[src/rtl/imem_portb_arbiter.sv]
// -----------------------------------------------------------------------------
// imem_portb_arbiter
//
// Shares instruction-memory port B between the UART bootloader (write-only)
// and the LSU read-only IMEM window (read-only). Writes win by default; a
// bounded starvation counter forces a read grant after STARVE_LIMIT
// consecutive write grants while a read is pending. Read data comes back
// through a registered valid/ready response channel two cycles after the
// address is accepted.
//
// Ports:
//   clk, nrst                      clock, synchronous active-low reset
//   wr_valid/wr_ready              bootloader write handshake
//   wr_addr, wr_data               write word address / full-word data
//   rd_valid/rd_ready              LSU read-address handshake
//   rd_addr                        read word address
//   rd_rvalid/rd_rready, rd_rdata  read response channel
//   mem_en, mem_we, mem_wstrb,
//   mem_addr, mem_din              drive imem en_b/we_b/wstrb_b/addr_b/din_b
//   mem_dout                       imem dout_b (valid one cycle after address)
// -----------------------------------------------------------------------------
module imem_portb_arbiter #(
    parameter int unsigned ADDR_WIDTH   = 10,
    parameter int unsigned DATA_WIDTH   = 32,
    parameter int unsigned STARVE_LIMIT = 4
) (
    input  logic                    clk,
    input  logic                    nrst,

    input  logic                    wr_valid,
    output logic                    wr_ready,
    input  logic [ADDR_WIDTH-1:0]   wr_addr,
    input  logic [DATA_WIDTH-1:0]   wr_data,

    input  logic                    rd_valid,
    output logic                    rd_ready,
    input  logic [ADDR_WIDTH-1:0]   rd_addr,
    output logic                    rd_rvalid,
    input  logic                    rd_rready,
    output logic [DATA_WIDTH-1:0]   rd_rdata,

    output logic                    mem_en,
    output logic                    mem_we,
    output logic [DATA_WIDTH/8-1:0] mem_wstrb,
    output logic [ADDR_WIDTH-1:0]   mem_addr,
    output logic [DATA_WIDTH-1:0]   mem_din,
    input  logic [DATA_WIDTH-1:0]   mem_dout
);

    localparam logic [7:0] LIMIT = 8'(STARVE_LIMIT);

    typedef enum logic [1:0] {
        IDLE      = 2'd0,
        RD_ISSUED = 2'd1,
        RD_HOLD   = 2'd2
    } state_t;

    state_t                  state;
    state_t                  state_next;
    logic [7:0]              streak;
    logic [7:0]              streak_next;
    logic                    rvalid_next;
    logic [DATA_WIDTH-1:0]   rdata_next;

    logic                    idle;
    logic                    force_read;
    logic                    wr_grant;
    logic                    rd_grant;

    // ------------------------------------------------------------------
    // Handshake and arbitration
    // ------------------------------------------------------------------
    assign idle       = (state == IDLE);
    assign force_read = idle && rd_valid && (streak == LIMIT);

    // A forced read is the only cycle that back-pressures the loader.
    assign wr_ready = nrst && !force_read;
    assign rd_ready = nrst && idle && (!wr_valid || force_read);

    assign wr_grant = wr_valid && wr_ready;
    assign rd_grant = rd_valid && rd_ready;

    // ------------------------------------------------------------------
    // Memory port drive (combinational from the grant)
    // ------------------------------------------------------------------
    always_comb begin
        mem_en    = 1'b0;
        mem_we    = 1'b0;
        mem_wstrb = '0;
        mem_addr  = rd_addr;
        if (wr_grant) begin
            mem_en    = 1'b1;
            mem_we    = 1'b1;
            mem_wstrb = '1;
            mem_addr  = wr_addr;
        end else if (rd_grant) begin
            mem_en    = 1'b1;
        end
    end

    assign mem_din = wr_data;

    // ------------------------------------------------------------------
    // Read FSM next-state and response registers
    // ------------------------------------------------------------------
    always_comb begin
        state_next  = state;
        rvalid_next = rd_rvalid;
        rdata_next  = rd_rdata;
        unique case (state)
            IDLE: begin
                if (rd_grant) begin
                    state_next = RD_ISSUED;
                end
            end
            RD_ISSUED: begin
                // mem_dout holds the word sampled at the previous edge, so a
                // write granted in this cycle cannot disturb the capture.
                state_next  = RD_HOLD;
                rvalid_next = 1'b1;
                rdata_next  = mem_dout;
            end
            RD_HOLD: begin
                if (rd_rready) begin
                    state_next  = IDLE;
                    rvalid_next = 1'b0;
                end
            end
            default: begin
                state_next  = IDLE;
                rvalid_next = 1'b0;
            end
        endcase
    end

    // ------------------------------------------------------------------
    // Starvation counter: counts write grants that overtook a pending read
    // ------------------------------------------------------------------
    always_comb begin
        streak_next = streak;
        if (idle) begin
            if (rd_grant || !rd_valid) begin
                streak_next = '0;
            end else if (wr_grant && (streak < LIMIT)) begin
                streak_next = streak + 8'd1;
            end
        end
    end

    // ------------------------------------------------------------------
    // State registers
    // ------------------------------------------------------------------
    always_ff @(posedge clk) begin
        if (!nrst) begin
            state     <= IDLE;
            streak    <= '0;
            rd_rvalid <= 1'b0;
            rd_rdata  <= '0;
        end else begin
            state     <= state_next;
            streak    <= streak_next;
            rd_rvalid <= rvalid_next;
            rd_rdata  <= rdata_next;
        end
    end

endmodule

[config.mk]
export PLATFORM = sky130hd
export DESIGN_NAME = imem_portb_arbiter
export DESIGN_NICKNAME = d
export VERILOG_FILES = /design/src/rtl/imem_portb_arbiter.sv
export SDC_FILE = /design/constraint.sdc
export NUM_CORES = 1
export LEC_CHECK = 0
export ABC_AREA = 1
export CAP_MARGIN = 10
export CORE_AREA = 5 5 64 66
export DETAILED_ROUTE_END_ITERATION = 12
export DIE_AREA = 0 0 69 71
export DONT_BUFFER_PORTS = 1
export PLACE_DENSITY = 0.74
export SETUP_SLACK_MARGIN = 0.2
export SLEW_MARGIN = 0
export SYNTH_ARGS = -nofsm -noshare
export SYNTH_HDL_FRONTEND = slang
export SYNTH_SLANG_ARGS = --single-unit
[constraint.sdc]
create_clock -name clk -period 5.8 [get_ports clk]
set_clock_uncertainty 0.2 [all_clocks]
set_input_delay 1.16 -clock clk [delete_from_list [all_inputs] [get_ports clk]]
set_output_delay 1.16 -clock clk [all_outputs]
set_load 0.02 [all_outputs]
======== Yosys cells after proc, flatten, opt, wreduce, memory -nomap -nowiden ========
Cells that the tools add are included.
operators by class
  add/sub/neg operators ................... 1
  $lt $le $gt $ge ......................... 1
  equality and inequality tests ........... 5
  multiplexer cells ....................... 12
  bitwise logic cells ..................... 1
  reduce and logical (&&, ||, !) cells .... 18
operator list
  kind                                                         count
  two-way mux 8 bit                                            2
  two-way mux 10 bit                                           1
  adder 8 x 1 -> 8 bit (second input constant)                 1
  == test 8 x 3 -> 1 bit (second input constant)               1
  logical AND 1 bit                                            8
  less-than comparator 8 x 3 -> 1 bit (second input constant)  1
  one-hot mux 2 bit (3 select lines)                           1
  AND reduction 2 bit                                          3
  two-way mux 1 bit                                            4
  two-way mux 2 bit                                            2
  two-way mux 4 bit                                            1
  logical NOT 1 bit                                            3
  one-hot mux 1 bit (3 select lines)                           1
  == test 2 x 1 -> 1 bit (second input constant)               1
  == test 2 bit (second input constant)                        1
  logical NOT 2 bit                                            1
  logical OR 1 bit                                             2
  != test 2 x 1 -> 1 bit (second input constant)               1
  != test 2 bit (second input constant)                        1
  nonzero test 2 bit                                           1
  NOT 1 bit                                                    1
storage, ports and cells
  bits in registers ....................... 43
  input port bits ......................... 89

======== Depth between registers and ports, before layout ========
  word-level depth ........................ 9
  gate-level depth with buffers ........... 11
  depth with buffers taken out ............ 11

======== Worst setup path after synthesis ========
Ideal clock, no wire load.
  path type ............................... input to output
  start ................................... input port nrst
  end ..................................... output port mem_en
  arrival time ............................ 2105 ps
  required time ........................... 4440 ps
  slack ................................... 2335 ps
  cell stages on the path ................. 4
  path buffers ............................ 0
  cells stage by stage .................... clkinv_1 -> nor2_1 -> nand2_4 -> o21ai_0
on the way
  longest elaborated chain between the ends .. 5
  elaborated cells between the ends (all ways) .. 7
  those cells by class .................... mux (2); reduce/logical (5)
ends and longest elaborated chain
  what                             line  text
  start, declared                  28    input logic nrst,
  logical AND 1 bit (2 in series)  78    assign rd_ready = nrst && idle && (!wr_valid || force_read);
  logical AND 1 bit                81    assign rd_grant = rd_valid && rd_ready;
  two-way mux 1 bit                96    end else if (rd_grant) begin
  two-way mux 1 bit (*)            91    if (wr_grant) begin
  end, declared                    42    output logic mem_en,
Every way passes the cells marked *; elsewhere a longest branch is shown, timed or not.

======== Worst setup path after layout ========
Ends and elaborated chain as after synthesis.

==> summary.md <==
| Metric | Value |
|---|---|
| Die span in x | 69 µm |
| Worst-skew pair later-pin latency | 0.34 ns |
| FILL cells | 355 |
| Slew @ Worst Pin | 0.949 ns |
| Final period util | 0.621 |
| Initial antenna violation count | 0 |
| I/O Buffers | 0 |
| # nets final | 334 |
| RSZ-0062 raised after global routing | false |
| Per-cell routed wire length | 16.2 µm |
| Post-CTS setup buffer count | 0 |
| Cell area after layout | 0.00183 mm² |
| Routed Antenna Nets | 0 |
| Fmax achieved | 0.278 GHz |
| Post-synthesis cell count | 282 |
| Total track usage | 0.187 |
| Via count | 1536 |
| Power Total | 0.564 mW |
| Synth Warn # | 0 |
| Xor/xnor share of the synthesized area | 0.00436 |
| CTS tree | done |
| DP Area | 0.00177 mm² |
| Fin. Hold Viols | 0 |
| Grt ovf | 0 |
| Multiplexer share of the synthesized area | 0 |
| MaxCap Viol Count | 0 |
| Run status | completed |
| Worst-path clk slew | 0.12 ns |
| Peak supply drop | 0.000181 V |
| Adder-Cell Fraction of Synth Area | 0.0125 |
| Largest net degree at the start of global routing | 39 |
| Core area | 0.00352 mm² |
| Share of layout cells above drive strength 1 | 0.0738 |
| Starting Density | 0.570 |
| Post_cts resized | 0 |
| Final HPWL from detailed placement | 3.57 mm |
| Pins Over Slew Limit | 0 |
| Synth Area in Simple Gates | 0.275 |
| Syn nets | 373 |
| Syn Area/Cell | 7.12 µm² |
| Setup CP Type | primary input to output port |
| Clock buffer count from CTS | 5 |
| Area growth, synth to finish | -8.72% |
| Finished Layout Cells | 292 |
| Total clock sinks | 43 |
| Post-route core utilization | 0.520 |
| ANT cells | 0 |
| CP max stage delay | 0.53 ns |
| CTS Root Cell | clkbuf_4 |
| Site Rows | 22 |
| Slew headroom | 0.366 |
| Synthesis-stage register bit count | 43 |
| Via density | 5.26 |
| Synth unique cells | 19 |
| Largest family of logic cells by synthesized area | simple AND/OR/NAND/NOR gates |
| Reg2Reg Depth | 6 |
| Post-synthesis compound-gate area fraction | 0.0997 |
| Share of the synthesized area in the top cell type | 0.429 |
| Boundary pin count | 172 |
| Die height | 71 µm |
| WHS Path Cells | 2 |
| Minimum hold slack | 0.250 ns |
| Initial detailed-routing violation count | 49 |
| Drt first pass iters | 4 |
| Setup TNS Final | 0 ns |
| Area contributors post-synth | dfxtp_1 43%, nor2_1 15%, buf_4 14% |
| Critical-path top delay cell | o21ai_0 |
| GP Congestion | 0.790 |
| Crit path required time | 4.44 ns |
| PD cells | 308 mW/mm² |
| Leakage | 0.858 nW |
| H-tree lvl count | 2 |
| Top fanout value on the critical path | 38 |
| Clk buf depth | 2 |
| Setup crit start kind | primary input |
| Final worst setup slack | 2.20 ns |
| Setup slack at placement | 2.19 ns |
| Leading area contributor after synthesis | dfxtp_1 |
| First-pass GRT wire length | 7.39 mm |
| Post-Syn Area | 0.00201 mm² |
| Sequential fraction of the synthesis area | 0.429 |
| Critical path arrival | 2.24 ns |
| Die area | 0.00490 mm² |
| Placed Instances | 284 |
| Crit end category | output port |
| # setup viols final | 0 |
| Worst Hold Class | flip-flop to flip-flop |
| Final worst path period need | 3.60 ns |
| DRC Markers | 0 |
| CP Cell Sequence | clkinv_1, nor2_1, nand2_4, o21ai_0 |
| Vias in the first global route | 1503 |
| CTS hold repair buffers | 0 |
| Final wirelength | 4.72 mm |
routing by layer:
layer | part of all wire | track usage
met4 | 0.016 | 0.0803
met1 | 0.38 | 0.201
met5 | 0 | 0
met3 | 0.15 | 0.122
met2 | 0.46 | 0.289
final timing paths:
check                 start      endpoint  slack, ns
hold / removal    streak[7]     streak[7]       0.25
setup / recovery       nrst        mem_en       2.20
hold reg to reg   streak[7]     streak[7]       0.25
setup reg to reg   state[0]  rd_rdata[28]       3.88
critical path: cells and delay by family:
family,cells,cell delay [ns]
AND/OR/NAND/NOR,2,0.35
buffers and inverters,1,0.20
AO/OA/AOI/OAI,1,0.53
synth_stat cells, drive strengths merged:
cell    instances
clkbuf         10
dfxtp          43
nor2           82
nand3           8
inv            10
clkinv          1
or2             1
nand4           1
a21oi           6
ha              2
nand2          45
o21ai          34
xor2            1
buf            38
state kept, by name (all words and copies together), names as in the netlist:
name and flops:
state 2, rd_rdata 32, rd_rvalid 1, streak 8
power by group:
group	switching [mW]	total [mW]	internal, mW
clock	0.0969	0.157	0.0598
combinational	0.0478	0.0676	0.0197
sequential	0.0276	0.340	0.312
placed cells by master (no fill, tap or decap):
master      synthesis  final
nand2_2             3      3
nand3_2             1      1
nand2_4             1      1
ha_1                2      2
nand4_1             1      1
nand3_1             7      7
a21oi_1             6      6
nand2_1            41     41
buf_4              37      2
clkbuf_4            0      5
dfxtp_1            43     43
clkinv_1            1      1
clkinvlp_4          0      1
xor2_1              1      1
clkbuf_8            0      1
clkinv_4            0      1
or2_2               1      1
nor2_2              1      2
nor2_1             81     80
o21ai_0            34     34
inv_1              10     10
layout make-up:
cell class | instances | area, µm² | area share
Clock buffer | 6 | 51.3 | 0.0280
Tap cell | 48 | 60.1 | 0.0328
Sequential cell | 43 | 861 | 0.470
Inverter | 11 | 41.3 | 0.0225
Clock inverter | 2 | 16.3 | 0.00887
Timing Repair Buffer | 2 | 15.0 | 0.00819
Multi-Input combinational cell | 180 | 788 | 0.430
logic make-up after synthesis:
group                      count (synthesis)
and+or+nand+nor                          137
adders and majority gates                  2
AOI/OAI and AO/OA                         40
buffers and inverters                     59
DFF                                       43
xor gates and xnor gates                   1
(Power assumes the default switching activity.)
